--- config.mk ---
export PLATFORM = sky130hd
export DESIGN_NAME = alu_exec_unit
export DESIGN_NICKNAME = d
export VERILOG_FILES = /design/src/rtl/alu_exec_unit.sv
export SDC_FILE = /design/constraint.sdc
export NUM_CORES = 1
export LEC_CHECK = 0
export ABC_AREA = 1
export BUFFER_PORTS_ARGS = -buffer_cell sky130_fd_sc_hd__buf_2
export CAP_MARGIN = 20
export CORE_ASPECT_RATIO = 0.5
export CORE_MARGIN = 2
export CORE_UTILIZATION = 55
export CTS_BUF_LIST = sky130_fd_sc_hd__clkbuf_2 sky130_fd_sc_hd__clkbuf_4 sky130_fd_sc_hd__clkbuf_8
export DETAILED_ROUTE_END_ITERATION = 8
export PLACE_DENSITY = 0.74
export SKIP_LAST_GASP = 1
export SLEW_MARGIN = 20
export SYNTH_ARGS = -nofsm -noshare
export SYNTH_HDL_FRONTEND = slang
export SYNTH_SLANG_ARGS = --single-unit
--- constraint.sdc ---
create_clock -name clk -period 6.8 [get_ports clk]
set_input_delay 1.36 -clock clk [delete_from_list [all_inputs] [get_ports clk]]
set_output_delay 1.36 -clock clk [all_outputs]
set_load 0.02 [all_outputs]
--- src/rtl/alu_exec_unit.sv ---
// alu_exec_unit: execute-stage ALU behind a valid/ready handshake.
// Single-cycle ops return a registered result one cycle after accept. MUL is an
// iterative shift-add that returns its result WIDTH+1 cycles after accept.
//
// Ports:
//   clk          clock, all state updates on the rising edge
//   reset_n      synchronous active-low reset
//   in_valid     operands and code present
//   in_ready     unit can accept on this cycle
//   ALU_control  4-bit operation code
//   a, b         operands (rs, rt/immediate)
//   out_valid    result/flags valid
//   out_ready    consumer takes the result this cycle
//   result       operation result
//   zero         result == 0
//   overflow     signed overflow, ADD/SUB only
//   illegal      an unsupported code was accepted
module alu_exec_unit #(
    parameter int unsigned WIDTH = 32
) (
    input  logic             clk,
    input  logic             reset_n,
    input  logic             in_valid,
    output logic             in_ready,
    input  logic [3:0]       ALU_control,
    input  logic [WIDTH-1:0] a,
    input  logic [WIDTH-1:0] b,
    output logic             out_valid,
    input  logic             out_ready,
    output logic [WIDTH-1:0] result,
    output logic             zero,
    output logic             overflow,
    output logic             illegal
);

    localparam int unsigned CNT_W = $clog2(WIDTH + 1);

    localparam logic [3:0] OP_AND = 4'b0000;
    localparam logic [3:0] OP_OR  = 4'b0001;
    localparam logic [3:0] OP_ADD = 4'b0010;
    localparam logic [3:0] OP_SUB = 4'b0110;
    localparam logic [3:0] OP_SLT = 4'b0111;
    localparam logic [3:0] OP_NOR = 4'b1100;
    localparam logic [3:0] OP_MUL = 4'b1000;

    typedef enum logic {
        StIdle = 1'b0,
        StMul  = 1'b1
    } state_t;

    state_t           r_state, w_state_next;
    logic             r_out_valid, w_out_valid_next;
    logic [WIDTH-1:0] r_result, w_result_next;
    logic             r_zero, w_zero_next;
    logic             r_overflow, w_overflow_next;
    logic             r_illegal, w_illegal_next;
    logic [WIDTH-1:0] r_mcand, w_mcand_next;
    logic [WIDTH-1:0] r_mplier, w_mplier_next;
    logic [WIDTH-1:0] r_acc, w_acc_next;
    logic [CNT_W-1:0] r_cnt, w_cnt_next;

    logic [WIDTH-1:0] w_sum, w_diff, w_alu_res;
    logic             w_alu_ovf, w_alu_ill, w_slt, w_accept, w_is_mul;

    assign w_sum  = a + b;
    assign w_diff = a - b;
    // Differing signs decide SLT directly; otherwise a-b cannot overflow.
    assign w_slt  = (a[WIDTH-1] != b[WIDTH-1]) ? a[WIDTH-1] : w_diff[WIDTH-1];

    assign in_ready = (r_state == StIdle) && (!r_out_valid || out_ready);
    assign w_accept = in_valid && in_ready;
    assign w_is_mul = (ALU_control == OP_MUL);

    always_comb begin
        w_alu_res = '0;
        w_alu_ovf = 1'b0;
        w_alu_ill = 1'b0;
        case (ALU_control)
            OP_AND: w_alu_res = a & b;
            OP_OR:  w_alu_res = a | b;
            OP_ADD: begin
                w_alu_res = w_sum;
                w_alu_ovf = (a[WIDTH-1] == b[WIDTH-1]) && (w_sum[WIDTH-1] != a[WIDTH-1]);
            end
            OP_SUB: begin
                w_alu_res = w_diff;
                w_alu_ovf = (a[WIDTH-1] != b[WIDTH-1]) && (w_diff[WIDTH-1] != a[WIDTH-1]);
            end
            OP_SLT: w_alu_res = {{(WIDTH-1){1'b0}}, w_slt};
            OP_NOR: w_alu_res = ~(a | b);
            default: w_alu_ill = 1'b1;
        endcase
    end

    always_comb begin
        w_state_next     = r_state;
        w_out_valid_next = r_out_valid;
        w_result_next    = r_result;
        w_zero_next      = r_zero;
        w_overflow_next  = r_overflow;
        w_illegal_next   = r_illegal;
        w_mcand_next     = r_mcand;
        w_mplier_next    = r_mplier;
        w_acc_next       = r_acc;
        w_cnt_next       = r_cnt;
        unique case (r_state)
            StIdle: begin
                if (out_ready) begin
                    w_out_valid_next = 1'b0;
                end
                if (w_accept) begin
                    if (w_is_mul) begin
                        w_mcand_next     = a;
                        w_mplier_next    = b;
                        w_acc_next       = '0;
                        w_cnt_next       = '0;
                        w_out_valid_next = 1'b0;
                        w_state_next     = StMul;
                    end else begin
                        w_result_next    = w_alu_res;
                        w_zero_next      = (w_alu_res == '0);
                        w_overflow_next  = w_alu_ovf;
                        w_illegal_next   = w_alu_ill;
                        w_out_valid_next = 1'b1;
                    end
                end
            end
            StMul: begin
                if (r_cnt == CNT_W'(WIDTH)) begin
                    w_result_next    = r_acc;
                    w_zero_next      = (r_acc == '0);
                    w_overflow_next  = 1'b0;
                    w_illegal_next   = 1'b0;
                    w_out_valid_next = 1'b1;
                    w_state_next     = StIdle;
                end else begin
                    // Shifting multiplicand/multiplier stands in for bit[counter] and <<counter.
                    if (r_mplier[0]) begin
                        w_acc_next = r_acc + r_mcand;
                    end
                    w_mcand_next  = r_mcand << 1;
                    w_mplier_next = r_mplier >> 1;
                    w_cnt_next    = r_cnt + 1'b1;
                end
            end
            default: w_state_next = StIdle;
        endcase
    end

    always_ff @(posedge clk) begin
        if (!reset_n) begin
            r_state     <= StIdle;
            r_out_valid <= 1'b0;
            r_result    <= '0;
            r_zero      <= 1'b0;
            r_overflow  <= 1'b0;
            r_illegal   <= 1'b0;
            r_mcand     <= '0;
            r_mplier    <= '0;
            r_acc       <= '0;
            r_cnt       <= '0;
        end else begin
            r_state     <= w_state_next;
            r_out_valid <= w_out_valid_next;
            r_result    <= w_result_next;
            r_zero      <= w_zero_next;
            r_overflow  <= w_overflow_next;
            r_illegal   <= w_illegal_next;
            r_mcand     <= w_mcand_next;
            r_mplier    <= w_mplier_next;
            r_acc       <= w_acc_next;
            r_cnt       <= w_cnt_next;
        end
    end

    assign out_valid = r_out_valid;
    assign result    = r_result;
    assign zero      = r_zero;
    assign overflow  = r_overflow;
    assign illegal   = r_illegal;

endmodule

==> results.toml, run 1 <==
[outcome]
status = "complete, no violations"

[global_route]
grt.overflow.total = 0
track_usage_pct = 39.6
grt_pass1_wl_um = 80100
antenna_found_initial = 3
grt_pass1_vias = 14000
grt_max_degree = 110

[setup_path]
crit_slowest_cell = "ha_1"
worstPathArrival_ps = 4610
crit_type = "input port to flop"
cp_common_cell = "nand2_1"
end_kind = "flop"
crit_path_start_kind = "input port"
slowest_delay_ps = 460
crit_fanout = 9
required_ps = 7230

[yosys]
async_flop_share_pct = 0
synth.cell_area_um2 = 13900
synth_area_leaders = "dfxtp_1, nand2_1, ha_1"
ys_types = 54
synth_top_area_share_pct = 20.0
synthFlopType = "dfxtp_1"
synth-edff-count = 0
synth_nets = 2533
yosysWarningCount = 0
syn_inst = 2321
seq_area_frac_synth_pct = 20.0
synth_area_leader_cell = "dfxtp_1"
ys_ff_latch = 139
synth_area_per_cell_um2 = 5.98

[floorplanning]
core_area_um2 = 25000
die_h_um = 116
start_util_pct = 55.6
ioPinCount = 109
die_w_um = 229
rows = 41
die_area_um2 = 26600

[clock_network]
cts_resized = 0
ctsHoldBuffers = 0
tritoncts = "yes"
clkLatencyLatePin_ps = 510
cts.path.max_buffers = 2
ctsHtreeMaxLevel = 4
post_cts_buffers = 0
clk_pin_slew_ps = 110
cts_sinks = 139
root_buffer = "clkbuf_8"
cts_made_buffers = 17

[placement]
hpwl_um = 41700
place_area_um2 = 14400
place_congestion = 1.02
io_buffer_count = 108

[power_and_ir_drop]
p_leak_uw = 0.00764
p_per_area_nw_per_um2 = 161
irDropWorstVdd_v = 0.000101

[route]
first_pass_iters = 6
drt_wl_total_um = 53300
drt_iter0_drc = 1737
wire_per_inst_um = 19.6
drc = 0
viasPerCell = 5.82
ant_nets = 0
vias = 15800

[final_layout]
final_cell_area_um2 = 14900
drive_above_1_share_pct = 8.91
nets = 2567
area_growth_pct = 6.98

[sta]
max_freq_mhz = 239
grt_setup_unrepaired = "no"
period_needed_ps = 4180
drv_slew = 0
fin_crit_sh_pct = 61.5
relSlewSlack_pct = 29.0
fin_skew_ps = 23.4
worstMarginPinSlew_ps = 1060
hold_viol_final = 0
setup_violations = 0
totalNegativeSetupSlack_ps = 0

[flow_run]
max-cap-violations = 0

[min_path]
holdCritPathClass = "flop to flop"
## power by group
group,total [uW],switching (uW),internal [uW]
clock,797,419,378
sequential,865,22.1,843
combinational,736,528,208
total,2400,969,1430
## synthesized netlist by cell type (4+ instances only)
cell / instances
a221oi_2: 7
fa_1: 4
a21oi_2: 6
clkbuf_1: 51
o221ai_1: 4
dfxtp_1: 139
nand3b_1: 5
a21oi_1: 190
nor3_1: 10
o21a_1: 8
nor2_1: 239
nand2_2: 7
a211oi_1: 4
a221oi_1: 17
o21bai_1: 10
inv_1: 301
nor4_1: 7
nand3_1: 154
o21ai_1: 22
buf_4: 15
buf_6: 10
nand4_1: 20
inv_2: 6
nand2_1: 649
nor2_2: 14
nand3_2: 6
buf_2: 22
a31oi_1: 72
o211ai_1: 10
ha_1: 136
o21ai_0: 136
## kinds of logic after synthesis
group	Yosys count	share of synthesized area [%]
compound gates	501	20.8
simple gates	1128	33.9
buf+inv	409	12.2
fa+ha+maj	140	12.8
xor+xnor	4	0.252
flops	139	20.0
## placed cells by master (no fill, tap or decap), types with 8 or more instances in the layout
| cell type | count |
|---|---|
| nand2_1 | 648 |
| inv_1 | 300 |
| nor2_1 | 238 |
| a21oi_1 | 190 |
| nand3_1 | 154 |
| dfxtp_1 | 138 |
| o21ai_0 | 136 |
| ha_1 | 136 |
| buf_2 | 108 |
| a31oi_1 | 72 |
| o21ai_1 | 22 |
| nand4_1 | 20 |
| a221oi_1 | 17 |
| clkbuf_8 | 17 |
| nor2_2 | 14 |
| o21bai_1 | 10 |
| nor3_1 | 10 |
| o211ai_1 | 10 |
| o21a_1 | 8 |
## flip-flops by register name, indices dropped and copies added (netlist names)
name       cells
r_acc         32
r_mcand       32
r_mplier      32
result        32
r_cnt          6
illegal        1
out_valid      1
overflow       1
r_state        1
zero           1
## critical path, delay by kind of cell
| family | cells | cell delay (ps) |
|---|---|---|
| compound gates | 2 | 180 |
| simple gates | 19 | 1970 |
| buf+inv | 2 | 270 |
| fa+ha+maj | 2 | 810 |
## metal layers
| metal | global-route usage [%] | share of wire, % |
|---|---|---|
| met5 | 0 | 0 |
| met2 | 54.8 | 38 |
| met3 | 13.4 | 12 |
| met1 | 57.4 | 47 |
| met4 | 11.7 | 2.2 |
## per-stage QoR
step | std cells | hold WS [ps] | worst slack (ps) | utilization (%) | total power, uW
final | 2716 | 469 | 2620 | 59.5 | 2400
after global routing | 2713 | 478 | 2310 | 59.4 | 2490
after CTS | 2712 | 461 | 2740 | 59.4 | 2370
after detailed placement | 2680 | 454 | 2230 | 57.7 | 1580
after global placement | 2680 | 450 | 2270 | 57.7 | 1580
after floorplan | 2321 | 439 | 2890 | - | 1360
## area by class of cell
type | instances | area, um^2
tap | 344 | 430
fill | 2653 | 10100
inverter | 309 | 1160
multi-input combinational | 1773 | 9440
sequential | 139 | 2780
antenna | 4 | 10.0
timing repair buffer | 115 | 593
clock inverter | 15 | 205
clock buffer | 17 | 234
## final timing paths
path	cells past startpoint	slack, ps	from	end
worst min register to register	2	470	r_mplier[18]	r_mplier[17]
worst min-delay path	2	470	r_mplier[18]	r_mplier[17]
worst max-delay path	25	2620	a[9]	zero
worst max register to register	7	3240	r_state	r_acc[13]
No activity file was read; power rests on OpenSTA's default activity.
==> run 2, diff against run 1 <==
- clock period: 6.8 -> 3.92 ns (I/O delays scaled with it)
==> results.toml, run 2 (synthesis gave the netlist of run 1 again) <==
[outcome]
status = "complete, no violations"

[floorplanning]
ioPinCount = 109
core_area_um2 = 25000
die_w_um = 229
start_util_pct = 55.6
rows = 41
die_h_um = 116
die_area_um2 = 26600

[clock_network]
ctsHoldBuffers = 0
post_cts_buffers = 0
cts_sinks = 139
clkLatencyLatePin_ps = 500
clk_pin_slew_ps = 90
root_buffer = "clkbuf_8"
cts_made_buffers = 17
ctsHtreeMaxLevel = 4
cts_resized = 0
tritoncts = "yes"
cts.path.max_buffers = 2

[power_and_ir_drop]
p_leak_uw = 0.00791
p_int_uw = 2420
switchingPower_uw = 1710
irDropWorstVdd_v = 0.000235
p_per_area_nw_per_um2 = 270
power_frac_seq_pct = 36.5
switching_share_pct = 41.4
p_total_uw = 4120
p_comb_share_pct = 32.6
power_frac_clock_pct = 30.9

[setup_path]
startpoint = "a[10]"
r2r.worst_path.cells = 8
endpoint = "zero"
reg2reg_to = "r_acc[28]"
end_kind = "flop"
crit_path_start_kind = "input port"
crit_type = "input port to flop"
rrSetupSlack_ps = 1110
r2r_start = "r_state"
worstPathArrival_ps = 3780
crit_fanout = 3
required_ps = 4350

[route]
drt_iter0_drc = 2022
first_pass_iters = 6
viasPerCell = 5.78
wl_met3_um = 6530
wl_met2_um = 20400
drt_wl_total_um = 53300
wire_per_inst_um = 19.2
vias = 16000
routed.top_layer = "met4"
ant_nets = 0
m1WireLength_um = 25000
drc = 0

[final_layout]
final_common_cell = "nand2_1"
drive_above_1_share_pct = 11.2
fillers = 2558
nets = 2628
layout.cells.most_common_list = "nand2_1, inv_1, nor2_1"
area_growth_pct = 9.90

[min_path]
holdCritPathClass = "flop to flop"

[global_route]
grt.overflow.total = 0
grt_pass1_vias = 14100
track_usage_pct = 39.8
grt_pass1_wl_um = 80500
antenna_found_initial = 1
grt_max_degree = 81

[sta]
setup_violations = 0
fin_skew_ps = 21.8
drv_slew = 0
max_freq_mhz = 298
fin_crit_sh_pct = 85.5
totalNegativeSetupSlack_ps = 0
relSlewSlack_pct = 41.6
period_needed_ps = 3350
worstMarginPinSlew_ps = 875
hold_viol_final = 0
grt_setup_unrepaired = "no"

[placement]
io_buffer_count = 108
place_congestion = 1.02
hpwl_um = 42600

[flow_run]
max-cap-violations = 0
run 2: critical path, cell delays in order:
cell	delay, ps
buf_2	150
inv_1	80
ha_1	330
o21ai_0	300
nand2_1	90
nand2_1	90
inv_1	60
nand3_2	110
nand2_1	80
nand2_1	80
nand2_1	60
nand2_1	60
a21oi_1	90
fa_1	390
nand4_1	100
nand3_1	70
nor2_1	120
nand2_1	70
nor2_1	100
nand3_1	90
nor2_1	110
nand3_1	80
nor2_1	100
nand2_1	70
a21oi_2	100
run 2: area by class of cell:
type | instances | area, um^2 | area share, %
inverters | 309 | 1160 | 7.62
diodes | 1 | 2.50 | 0.0164
multi-input cells | 1773 | 9430 | 61.8
clock inverters | 15 | 173 | 1.13
repair buffers | 176 | 1050 | 6.89
clock buffers | 17 | 234 | 1.53
flip-flops and latches | 139 | 2780 | 18.2
well taps | 344 | 430 | 2.82
run 2: how the worst min path moves through the flow:
| stage | slack (ps) | cells after the start | startpoint | to |
|---|---|---|---|---|
| after detailed placement | 450 | 2 | result[24] | result[24] |
| after CTS | 470 | 2 | result[24] | result[24] |
| after global routing | 490 | 2 | result[7] | result[7] |
| after global placement | 450 | 2 | result[16] | result[16] |
| after floorplan | 440 | 2 | r_mplier[31] | r_mplier[31] |
| final | 470 | 2 | result[24] | result[24] |
run 2: per-stage QoR:
stage	cell area, um^2	std cells	utilization, %	worst slack (ps)	hold WS [ps]
global placement	14900	2741	59.5	189	450
global route	15300	2774	61.1	267	486
detailed placement	14900	2741	59.5	120	455
floorplan	13900	2321	-	582	439
CTS	15300	2773	61.1	649	469
finish	15300	2774	61.1	568	470
run 2: metal layers:
metal | vias to the layer above | track usage, %
met3 | 92 | 10.6
li1 | 7785 | -
met1 | 7350 | 59.2
met4 | 0 | 12.1
met5 | - | 0
met2 | 802 | 55.1
run 2: power groups by stage:
stage | clock network [uW] | logic, uW | registers, uW
6_report | 1270 | 1340 | 1500
5_1_grt | 1340 | 1470 | 1510
4_1_cts | 1280 | 1300 | 1500
3_5_place_dp | 0 | 1290 | 1530
3_3_place_gp | 0 | 1280 | 1530
2_1_floorplan | 0 | 808 | 1550
